==> src/rtl/ram_dp_param.sv <==
// rtl/ram_dp_param.sv - parametrised 1W/1R RAM with read latency, collision policy and clear-on-reset
// Defining RAM_PARITY_EN adds a per-word even-parity bit and the parity_err output.
module ram_dp_param #(
  parameter int DATA_WIDTH   = 8,
  parameter int DEPTH        = 32,
  parameter int ADDR_WIDTH   = $clog2(DEPTH),
  parameter int READ_LATENCY = 1,
  parameter int COLL_MODE    = 0
) (
  input  logic                  clk,
  input  logic                  rst,
  input  logic                  wr_en,
  input  logic [ADDR_WIDTH-1:0] wr_addr,
  input  logic [DATA_WIDTH-1:0] data_in,
  input  logic                  rd_en,
  input  logic [ADDR_WIDTH-1:0] rd_addr,
  output logic [DATA_WIDTH-1:0] data_out,
  output logic                  rd_valid,
  output logic                  init_busy
`ifdef RAM_PARITY_EN
  ,
  output logic                  parity_err
`endif
);

`ifdef RAM_PARITY_EN
  localparam int MEM_W = DATA_WIDTH + 1;
`else
  localparam int MEM_W = DATA_WIDTH;
`endif
  localparam logic [ADDR_WIDTH:0]   DEPTH_X = (ADDR_WIDTH+1)'(DEPTH);
  localparam logic [ADDR_WIDTH-1:0] LAST    = ADDR_WIDTH'(DEPTH - 1);

  typedef enum logic {S_INIT, S_RUN} state_t;

  state_t                state_q, state_d;
  logic [ADDR_WIDTH-1:0] cnt_q, cnt_d;
  logic [MEM_W-1:0]      mem_q [DEPTH];

  logic                  run, wr_ok, rd_ok, rd_in_range;
  logic                  mem_we;
  logic [ADDR_WIDTH-1:0] mem_waddr;
  logic [MEM_W-1:0]      mem_wdata, wr_word, rd_word;

  logic [READ_LATENCY-1:0] vld_q, vld_d;
  logic [DATA_WIDTH-1:0]   dat_q [READ_LATENCY];
  logic [DATA_WIDTH-1:0]   dat_d [READ_LATENCY];
`ifdef RAM_PARITY_EN
  logic [READ_LATENCY-1:0] perr_q, perr_d;
`endif

  always_comb begin
    state_d = state_q;
    cnt_d   = cnt_q;
    if (state_q == S_INIT) begin
      cnt_d = cnt_q + 1'b1;
      if (cnt_q == LAST) begin
        state_d = S_RUN;
        cnt_d   = '0;
      end
    end
  end

  always_comb begin
    run         = (state_q == S_RUN) && !rst;
    wr_ok       = run && wr_en && ({1'b0, wr_addr} < DEPTH_X);
    rd_ok       = run && rd_en;
    rd_in_range = ({1'b0, rd_addr} < DEPTH_X);
`ifdef RAM_PARITY_EN
    wr_word = {^data_in, data_in};
`else
    wr_word = data_in;
`endif
    // Out-of-range reads return zero; write-through mode bypasses the array on a same-address hit
    rd_word = '0;
    if (rd_in_range) begin
      rd_word = mem_q[rd_addr];
      if ((COLL_MODE == 1) && wr_ok && (wr_addr == rd_addr)) rd_word = wr_word;
    end
    mem_we    = 1'b0;
    mem_waddr = wr_addr;
    mem_wdata = wr_word;
    if (!rst && (state_q == S_INIT)) begin
      mem_we    = 1'b1;
      mem_waddr = cnt_q;
      mem_wdata = '0;
    end else if (wr_ok) begin
      mem_we = 1'b1;
    end
  end

  always_comb begin
    vld_d[0] = rd_ok;
    dat_d[0] = rd_word[DATA_WIDTH-1:0];
`ifdef RAM_PARITY_EN
    perr_d[0] = ^rd_word;
`endif
    for (int i = 1; i < READ_LATENCY; i++) begin
      vld_d[i] = vld_q[i-1];
      dat_d[i] = dat_q[i-1];
`ifdef RAM_PARITY_EN
      perr_d[i] = perr_q[i-1];
`endif
    end
    // The output stage only loads on a valid read so data_out holds between pulses
    if (!vld_d[READ_LATENCY-1]) dat_d[READ_LATENCY-1] = dat_q[READ_LATENCY-1];
  end

  always_ff @(posedge clk) begin
    if (rst) begin
      state_q <= S_INIT;
      cnt_q   <= '0;
      vld_q   <= '0;
      for (int i = 0; i < READ_LATENCY; i++) dat_q[i] <= '0;
`ifdef RAM_PARITY_EN
      perr_q  <= '0;
`endif
    end else begin
      state_q <= state_d;
      cnt_q   <= cnt_d;
      vld_q   <= vld_d;
      for (int i = 0; i < READ_LATENCY; i++) dat_q[i] <= dat_d[i];
`ifdef RAM_PARITY_EN
      perr_q  <= perr_d;
`endif
    end
  end

  always_ff @(posedge clk) begin
    if (mem_we) mem_q[mem_waddr] <= mem_wdata;
  end

  assign data_out  = dat_q[READ_LATENCY-1];
  assign rd_valid  = vld_q[READ_LATENCY-1];
  assign init_busy = (state_q == S_INIT);
`ifdef RAM_PARITY_EN
  assign parity_err = vld_q[READ_LATENCY-1] & perr_q[READ_LATENCY-1];
`endif

endmodule

==> config.mk <==
export PLATFORM = sky130hd
export DESIGN_NAME = ram_dp_param
export DESIGN_NICKNAME = d
export VERILOG_FILES = /design/src/rtl/ram_dp_param.sv
export SDC_FILE = /design/constraint.sdc
export NUM_CORES = 1
export LEC_CHECK = 0
export ABC_CLOCK_PERIOD_IN_PS = 4200
export CAP_MARGIN = 5
export CORE_ASPECT_RATIO = 1.5
export CORE_UTILIZATION = 40
export CTS_CLUSTER_SIZE = 28
export DETAILED_ROUTE_END_ITERATION = 7
export GPL_ROUTABILITY_DRIVEN = 0
export PLACE_DENSITY = 0.58
export SYNTH_ARGS = -nofsm -noshare
export SYNTH_HDL_FRONTEND = slang
export SYNTH_SLANG_ARGS = --single-unit
==> constraint.sdc <==
create_clock -name clk -period 4.2 [get_ports clk]
set_clock_uncertainty 0.1 [all_clocks]
set_input_delay 0.84 -clock clk [delete_from_list [all_inputs] [get_ports clk]]
set_output_delay 0.84 -clock clk [all_outputs]
set_load 0.01 [all_outputs]
==> flow_summary.ini, run 1 <==
[global_route]
track_usage_pct = 17.51
grt_max_degree = 34
overflow = 0
grt_pass1_vias = 5844
antenna_found_initial = 0
grt_first_pass_wirelength_mm = 35.10

[routing]
viasPerCell = 5.366
dr.pass1.iters = 5
ant_nets = 0
drt-initial-drc-count = 389
vias = 5532
wl_per_cell_um = 22.55
drt_wl_total_mm = 23.25
drcViolationCount = 0

[sta]
worst_pin_slew_ps = 914.2
fmax_mhz = 325.2
fin_setup_tns_ps = 0
slew_headroom_pct = 38.78
finalSetupViolCount = 0
drv_slew = 0
hold_viol_final = 0
fin_crit_sh_pct = 73.22
grt_setup_unrepaired = false
fin_crit_ps = 3075
post-route-worst-setup-slack_ps = 1125

[layout]
fin_util_pct = 46.92
antennaDiodeCount = 0
layout-drive-gt1-share_pct = 18.59
area_growth_pct = 15.38
nets = 702
fill_cells = 2237

[critical_path]
cp-end-kind = register
cp-start-kind = input port
crit_family = simple AND/OR/NAND/NOR gates
cp.required_ps = 4260
crit_top_cell = nor2_1
slowest_delay_ps = 670
critPathMaxFanout = 13
critPathSlowestCell = nor2_1
crit_type = in -> reg
path_buf_inv = 1
cp.arrival_ps = 3130
worstPathCellList = clkdlybuf4s50_1 > nor2_1 > mux2i_1 > nand2_1 > nor2_1

[run]
maxCapViolations = 0

[yosys]
synth_nets = 635
yosys_warnings = 0
synthDistinctLibCells = 31
synth_edf_count = 256
ys.flop_type = edfxtp_1
synth_seq_cells = 271
async_reset_ff_share_pct = 0
synthCells = 611
synth_area_mm2 = 0.01077
ys_seq_area_share_pct = 74.15
syn_area_per_cell_um2 = 17.63

[die]
initial_utilization_pct = 40.67
dieArea_mm2 = 0.02761
core.rowCount = 73
core_area_mm2 = 0.02649
dieHeight_um = 203.0
io_pins = 32
die_width_um = 136.0

[cts]
clock-root-buffer = clkbuf_16
cts.htree.levels = 1
post_cts_buffers = 0
cts.sinks = 271
cts_buffer_depth = 3
path_clk_slew_ps = 70
cts_tree = done
ctsResizeCount = 0
cts_buffers = 23
clk_latency_ps = 530
cts-hold-fix-buffers = 0

[power]
p_int_w = 0.004234
p_clk_share_pct = 38.2
p_switching_w = 0.001112
p_total_w = 0.005346
p_leak_nw = 4.234
p_comb_share_pct = 5.9
swShare_pct = 20.80
p_seq_share_pct = 55.9
max-vdd-ir-drop_mv = 0.2333
p_per_area_mw_per_mm2 = 430.1

[outcome]
outcome = finished, final reports clean

[place]
hpwl_mm = 15.31
dp_slack_ps = 604.2
port_buffers = 31

[worst_hold_path]
hp-class = reg -> reg
[Yosys cell counts (7+ instances only)]
cell type    n  area, µm²
mux4_2      32      720.7
nand2_1     38      142.6
a22oi_1     23      172.7
edfxtp_1   256       7687
a22o_1       7      61.31
mux2_2      10      112.6
a21oi_1     14      70.07
clkbuf_1    17      63.81
mux2i_1     76      760.7
dfxtp_1     15      300.3
nor2b_1     11      68.82
nand3_1     15      75.07
nor2_1      44      165.2
[path summary, 6_finish.rpt]
kind	startpoint	endpoint	slack, ps	depth (start not counted)
max	rst	mem_q[20][5]	1120	5
min	dat_q[0][0]	dat_q[0][0]	390	1
max reg2reg	state_q	mem_q[20][5]	1330	4
min reg2reg	dat_q[0][0]	dat_q[0][0]	390	1
[layer usage]
metal  wire length (µm)  vias to the layer above  share of wire (%)  GRT usage (%)
met5                  0                        -                  0              0
met2              12210                      154                 53          31.21
li1                   -                     2545                  -              -
met3                923                       38                4.0          1.973
met4                725                        0                3.1          6.865
met1               9389                     2795                 40          21.46
[cells by family (layout without fill, tap and decap cells)]
| group | after synthesis | count (layout) | share of synthesized area, % |
|---|---|---|---|
| compound gates | 63 | 63 | 4.112 |
| simple gates | 121 | 121 | 4.983 |
| buf+inv | 36 | 119 | 1.730 |
| mux | 118 | 118 | 14.80 |
| flops | 271 | 271 | 74.15 |
| fa+ha+maj | 2 | 2 | 0.2323 |
[through the flow]
stage	hold WS (ps)	instance area, µm²	cells
6_report	388.6	12430	1031
5_1_grt	411.5	12430	1031
4_1_cts	383.7	12430	1031
3_5_place_dp	367.9	11700	990
3_3_place_gp	375.2	11700	990
2_1_floorplan	380.4	10770	611
[power by group through the flow]
stage	clock network, W	logic [W]	registers (W)
after floorplan	0	0.000196	0.00305
after global placement	0	0.000310	0.00305
after detailed placement	0	0.000317	0.00305
after CTS	0.00210	0.000318	0.00299
after global routing	0.00217	0.000337	0.00299
final	0.00204	0.000313	0.00299
[flip-flops by register name, summed over array words and instances (netlist names)]
signal	cells
state_q	1
mem_q	256
cnt_q	5
rd_valid	1
dat_q	8
[cell type report]
cell class / count / area [µm²] / share of cell area [%]
Sequential cell: 271 / 7988 / 64.26
Multi-Input combinational cell: 304 / 2619 / 21.07
Clock buffer: 32 / 680.7 / 5.476
Timing Repair Buffer: 75 / 663.1 / 5.335
Tap cell: 337 / 421.7 / 3.392
Clock inverter: 9 / 46.29 / 0.3725
Inverter: 3 / 11.26 / 0.09060
[placed cells by master (no fill, tap or decap), drive strengths merged]
| cell | count |
|---|---|
| a221oi | 6 |
| nand3 | 15 |
| clkinvlp | 1 |
| o31ai | 1 |
| a22oi | 23 |
| nand4 | 1 |
| nor2b | 11 |
| mux2i | 76 |
| o21ai | 6 |
| dfxtp | 15 |
| a221o | 2 |
| mux2 | 10 |
| clkinv | 7 |
| buf | 45 |
| nand3b | 5 |
| edfxtp | 256 |
| a21oi | 14 |
| clkbuf | 32 |
| nand2b | 2 |
| a32o | 1 |
| ha | 2 |
| nor3 | 2 |
| nor2 | 44 |
| a31oi | 3 |
| and2 | 1 |
| mux4 | 32 |
| nand2 | 38 |
| inv | 4 |
| a22o | 7 |
| clkdlybuf4s50 | 30 |
| and3 | 2 |
[worst register-to-register path: cells and delay by family (launching register included)]
kind / cells / cell delay [ps]
flops: 1 / 460
simple gates: 3 / 1600
mux: 1 / 330
Note: power is estimated with default switching activity, not from simulation.
==> run 2, diff against run 1 <==
Settings changed: ABC_CLOCK_PERIOD_IN_PS 4200 to 3100.
Clock period 4.2 ns to 3.1 ns, I/O delays scaled along.
==> flow_summary.ini, run 2 (synthesized netlist as in run 1, its figures left out) <==
[layout]
area_growth_pct = 16.21
largest_register_ffs = 256
largest-register = mem_q
final_cell_mix = edfxtp_1, mux2i_1, buf_4
antennaDiodeCount = 0
reg.largest.list = mem_q: 256 flops, dat_q: 8 flops, cnt_q: 5 flops
nets = 716
layout-drive-gt1-share_pct = 19.77
final_common_cell = edfxtp_1
final_cells = 1045

[routing]
drcViolationCount = 0
drt_wl_total_mm = 23.73
drt-initial-drc-count = 457
ant_nets = 0
wl_per_cell_um = 22.71
viasPerCell = 5.379
dr.pass1.iters = 5
vias = 5621

[critical_path]
r2r_setup_slack_ps = 720
r2r_cells = 5
cp.required_ps = 3140
worst_r2r_endpoint = mem_q[17][5]
cp-start-kind = input port
slowest_delay_ps = 670
reg2reg_from = state_q
crit_type = in -> reg
critPathMaxFanout = 9
crit_top_cell = nor2_1
worstPathCellList = clkdlybuf4s50_1 > nor2_1 > buf_4 > mux2i_1 > nand2_1 > nor2_1
critPathSlowestCell = nor2_1
cp-end-kind = register
cp.arrival_ps = 2560

[global_route]
met3_usage_pct = 2.297
grt_use_met2_pct = 31.52
track_usage_pct = 17.85
grt_max_degree = 33
grt_first_pass_wirelength_mm = 36.19
use_met1_pct = 22.38
grt_pass1_vias = 5996
overflow = 0
grt-busiest-layer = met2
antenna_found_initial = 0

[cts]
cts.sinks = 271
clock-root-buffer = clkbuf_16
ctsResizeCount = 0
cts_tree = done
cts_buffers = 24
cts_buffer_depth = 3
path_clk_slew_ps = 60
post_cts_buffers = 0
clk_latency_ps = 510
cts-hold-fix-buffers = 0
cts.htree.levels = 1

[power]
p_per_area_mw_per_mm2 = 577.1
p_leak_nw = 4.295
swShare_pct = 21.00
p_clk_share_pct = 37.8
p_switching_w = 0.001517
max-vdd-ir-drop_mv = 0.2716
p_total_w = 0.007226
p_seq_share_pct = 56.1
p_int_w = 0.005708
p_comb_share_pct = 6.1

[sta]
drv_slew = 0
grt_setup_unrepaired = false
fin_crit_sh_pct = 81.35
slew_headroom_pct = 18.64
worst_pin_slew_ps = 1215
hold_viol_final = 0
fmax_mhz = 396.5
fin_setup_tns_ps = 0
fin_hold_ws_ps = 387.9
fin_crit_ps = 2522
finalSetupViolCount = 0

[worst_hold_path]
hold_path_end = dat_q[0][4]
min-delay-start = dat_q[0][4]
hp-class = reg -> reg
hold_depth = 1

[place]
hpwl_mm = 15.76
dp_cells = 1003
port_buffers = 31

[die]
dieHeight_um = 203.0
die_width_um = 136.0
dieArea_mm2 = 0.02761
io_pins = 32
core_area_mm2 = 0.02649
core.rowCount = 73
initial_utilization_pct = 40.67

[run]
maxCapViolations = 0

[outcome]
outcome = finished, final reports clean
## run 2: critical path, delay by kind of cell
kind / cells / cell delay (ps)
buffers and inverters: 2 / 610
multiplexers: 1 / 360
AND/OR/NAND/NOR: 3 / 970
## run 2: worst max path at each step
stage | from | to | slack [ps] | cells past startpoint
global route | rst | mem_q[17][5] | 440 | 6
CTS | rst | mem_q[25][4] | 580 | 7
detailed placement | rst | mem_q[17][5] | 40 | 6
global placement | rst | mem_q[17][0] | 30 | 6
floorplan | rst | mem_q[20][0] | 740 | 5
finish | rst | mem_q[17][5] | 580 | 6
## run 2: cell type report
class | instances | area (µm²)
fillers | 2275 | 13970
flip-flops and latches | 271 | 7988
multi-input cells | 304 | 2619
repair buffers | 88 | 773.2
clock buffers | 32 | 661.9
well taps | 337 | 421.7
clock inverters | 10 | 45.04
inverters | 3 | 11.26
## run 2: per-stage QoR
step	instance area [µm²]	utilization (%)	worst slack, ps
global placement	11810	44.60	33.71
global route	12520	47.27	443.9
CTS	12520	47.27	575.8
floorplan	10770	-	736.2
finish	12520	47.27	578.2
detailed placement	11810	44.60	35.09
## run 2: power groups by stage
stage	Sequential [W]	Clock (W)	Combinational, W
final	0.00405	0.00273	0.000440
after floorplan	0.00413	0	0.000266
after CTS	0.00405	0.00278	0.000445
after global placement	0.00413	0	0.000439
after global routing	0.00405	0.00292	0.000472
after detailed placement	0.00413	0	0.000443
## run 2: metal layers
layer / up-vias / wire, µm / share of wire, %
met5: - / 0 / 0
li1: 2570 / - / -
met4: 0 / 654 / 2.8
met1: 2860 / 9640 / 41
met3: 41 / 932 / 3.9
met2: 150 / 12500 / 53
==> run 3, diff against run 2 <==
Settings changed: ABC_CLOCK_PERIOD_IN_PS 3100 to 2330.
Clock period 3.1 ns to 2.33 ns, I/O delays scaled along.
==> flow_summary.ini, run 3 (synthesized netlist as in run 1, its figures left out) <==
[outcome]
outcome = finished, final reports clean

[routing]
wl_per_cell_um = 22.26
wl_met1_mm = 9.514
drt_wl_total_mm = 24.17
vias = 5732
viasPerCell = 5.278
top_layer = met4
wl_met3_um = 984
drt-initial-drc-count = 339
dr.pass1.iters = 5
met2_length_mm = 12.82
drcViolationCount = 0
ant_nets = 0

[place]
port_buffers = 31
hpwl_mm = 16.52

[run]
maxCapViolations = 0

[power]
p_switching_w = 0.002082
p_clk_share_pct = 39.3
p_comb_share_pct = 6.7
max-vdd-ir-drop_mv = 0.4436
swShare_pct = 20.89
p_per_area_mw_per_mm2 = 765.6
p_leak_nw = 4.558
p_seq_share_pct = 54.0
p_int_w = 0.007888

[sta]
fin_setup_tns_ps = 0
grt_setup_unrepaired = false
worst_pin_slew_ps = 656.7
finalSetupViolCount = 0
fmax_mhz = 455.7
hold_viol_final = 0
fin_crit_sh_pct = 94.19
fin_crit_ps = 2195
fin_hold_ws_ps = 398.7
slew_headroom_pct = 56.06
drv_slew = 0

[die]
initial_utilization_pct = 40.67
core.rowCount = 73
dieHeight_um = 203.0
io_pins = 32
dieArea_mm2 = 0.02761
die_width_um = 136.0
core_area_mm2 = 0.02649

[cts]
cts_buffer_depth = 3
cts_buffers = 24
cts.sinks = 271
cts.htree.levels = 1
post_cts_buffers = 0
cts_tree = done
clock-root-buffer = clkbuf_16
clk_latency_ps = 530
path_clk_slew_ps = 70

[layout]
largest-register = mem_q
final_cell_mix = edfxtp_1, buf_4, mux2i_1
fin_util_pct = 49.16
nets = 755
fill_cells = 2229
largest_register_ffs = 256
layout-drive-gt1-share_pct = 24.70
area_growth_pct = 20.88
reg.largest.list = mem_q: 256 flops, dat_q: 8 flops, cnt_q: 5 flops
antennaDiodeCount = 0
final_common_cell = edfxtp_1

[global_route]
grt_max_degree = 33
track_usage_pct = 18.34
overflow = 0
antenna_found_initial = 0
grt_first_pass_wirelength_mm = 36.57
grt_pass1_vias = 6093

[critical_path]
critPathMaxFanout = 14
slowest_delay_ps = 540
cp.required_ps = 1760
critPathSlowestCell = clkdlybuf4s50_1
cp-end-kind = output pin
crit_type = reg -> out
cp-start-kind = register
worstPathCellList = buf_4 > inv_1 > clkdlybuf4s50_1
cp.arrival_ps = 1630

[worst_hold_path]
hp-class = reg -> reg
-- run 3: cell types whose count changed in the layout (fill, tap and decap cells not counted), moves of 2 or more --
cell,previous run,this run
buf_12,3,13
clkinv_1,4,2
bufinv_16,0,2
clkinvlp_4,0,3
buf_4,55,83
-- run 3: metrics by stage --
| stage | total power, W | cells | area [µm²] | setup slack, ps |
|---|---|---|---|---|
| floorplan | 0.005843 | 611 | 10770 | 120.2 |
| global placement | 0.006151 | 1041 | 12220 | -368.8 |
| detailed placement | 0.006165 | 1041 | 12220 | -396.7 |
| CTS | 0.01006 | 1085 | 13010 | 119.5 |
| global route | 0.01027 | 1086 | 13020 | 20.33 |
| finish | 0.009970 | 1086 | 13020 | 135.4 |
-- run 3: metal layers --
metal	vias to the layer above	GRT usage, %
li1	2650	-
met1	2874	22.29
met2	164	32.62
met3	44	1.923
met4	0	8.016
met5	-	0
-- run 3: final timing paths --
| check | startpoint | end | slack, ps | depth (start not counted) |
|---|---|---|---|---|
| hold reg to reg | dat_q[0][3] | dat_q[0][3] | 400 | 1 |
| hold / removal | dat_q[0][3] | dat_q[0][3] | 400 | 1 |
| setup reg to reg | state_q | mem_q[7][0] | 280 | 6 |
| setup / recovery | state_q | init_busy | 140 | 3 |
-- run 3: timing repair --
action | in CTS | in global routing
gates resized for setup | 0 | 1
hold buffers | 0 | 0
setup endpoints to repair | 0 | 8
-- run 3: power by group through the flow --
stage	sequential (W)	clock, W	combinational (W)
floorplan	0.00549	0	0.000354
global placement	0.00549	0	0.000659
detailed placement	0.00549	0	0.000671
CTS	0.00539	0.00400	0.000672
global route	0.00539	0.00417	0.000711
finish	0.00539	0.00392	0.000664
-- run 3: final cells by class --
| cell class | instances | area (µm²) | area share, % |
|---|---|---|---|
| Sequential cell | 271 | 7988 | 61.34 |
| Multi-Input combinational cell | 304 | 2621 | 20.13 |
| Timing Repair Buffer | 127 | 1199 | 9.204 |
| Clock buffer | 31 | 658.1 | 5.054 |
| Tap cell | 337 | 421.7 | 3.238 |
| Clock inverter | 13 | 123.9 | 0.9512 |
| Inverter | 3 | 11.26 | 0.08647 |
-- run 3: worst max-delay path, delay by kind of cell, from the launching register on --
family	cells	cell delay, ps
buffers and inverters	3	800
flip-flops	1	310
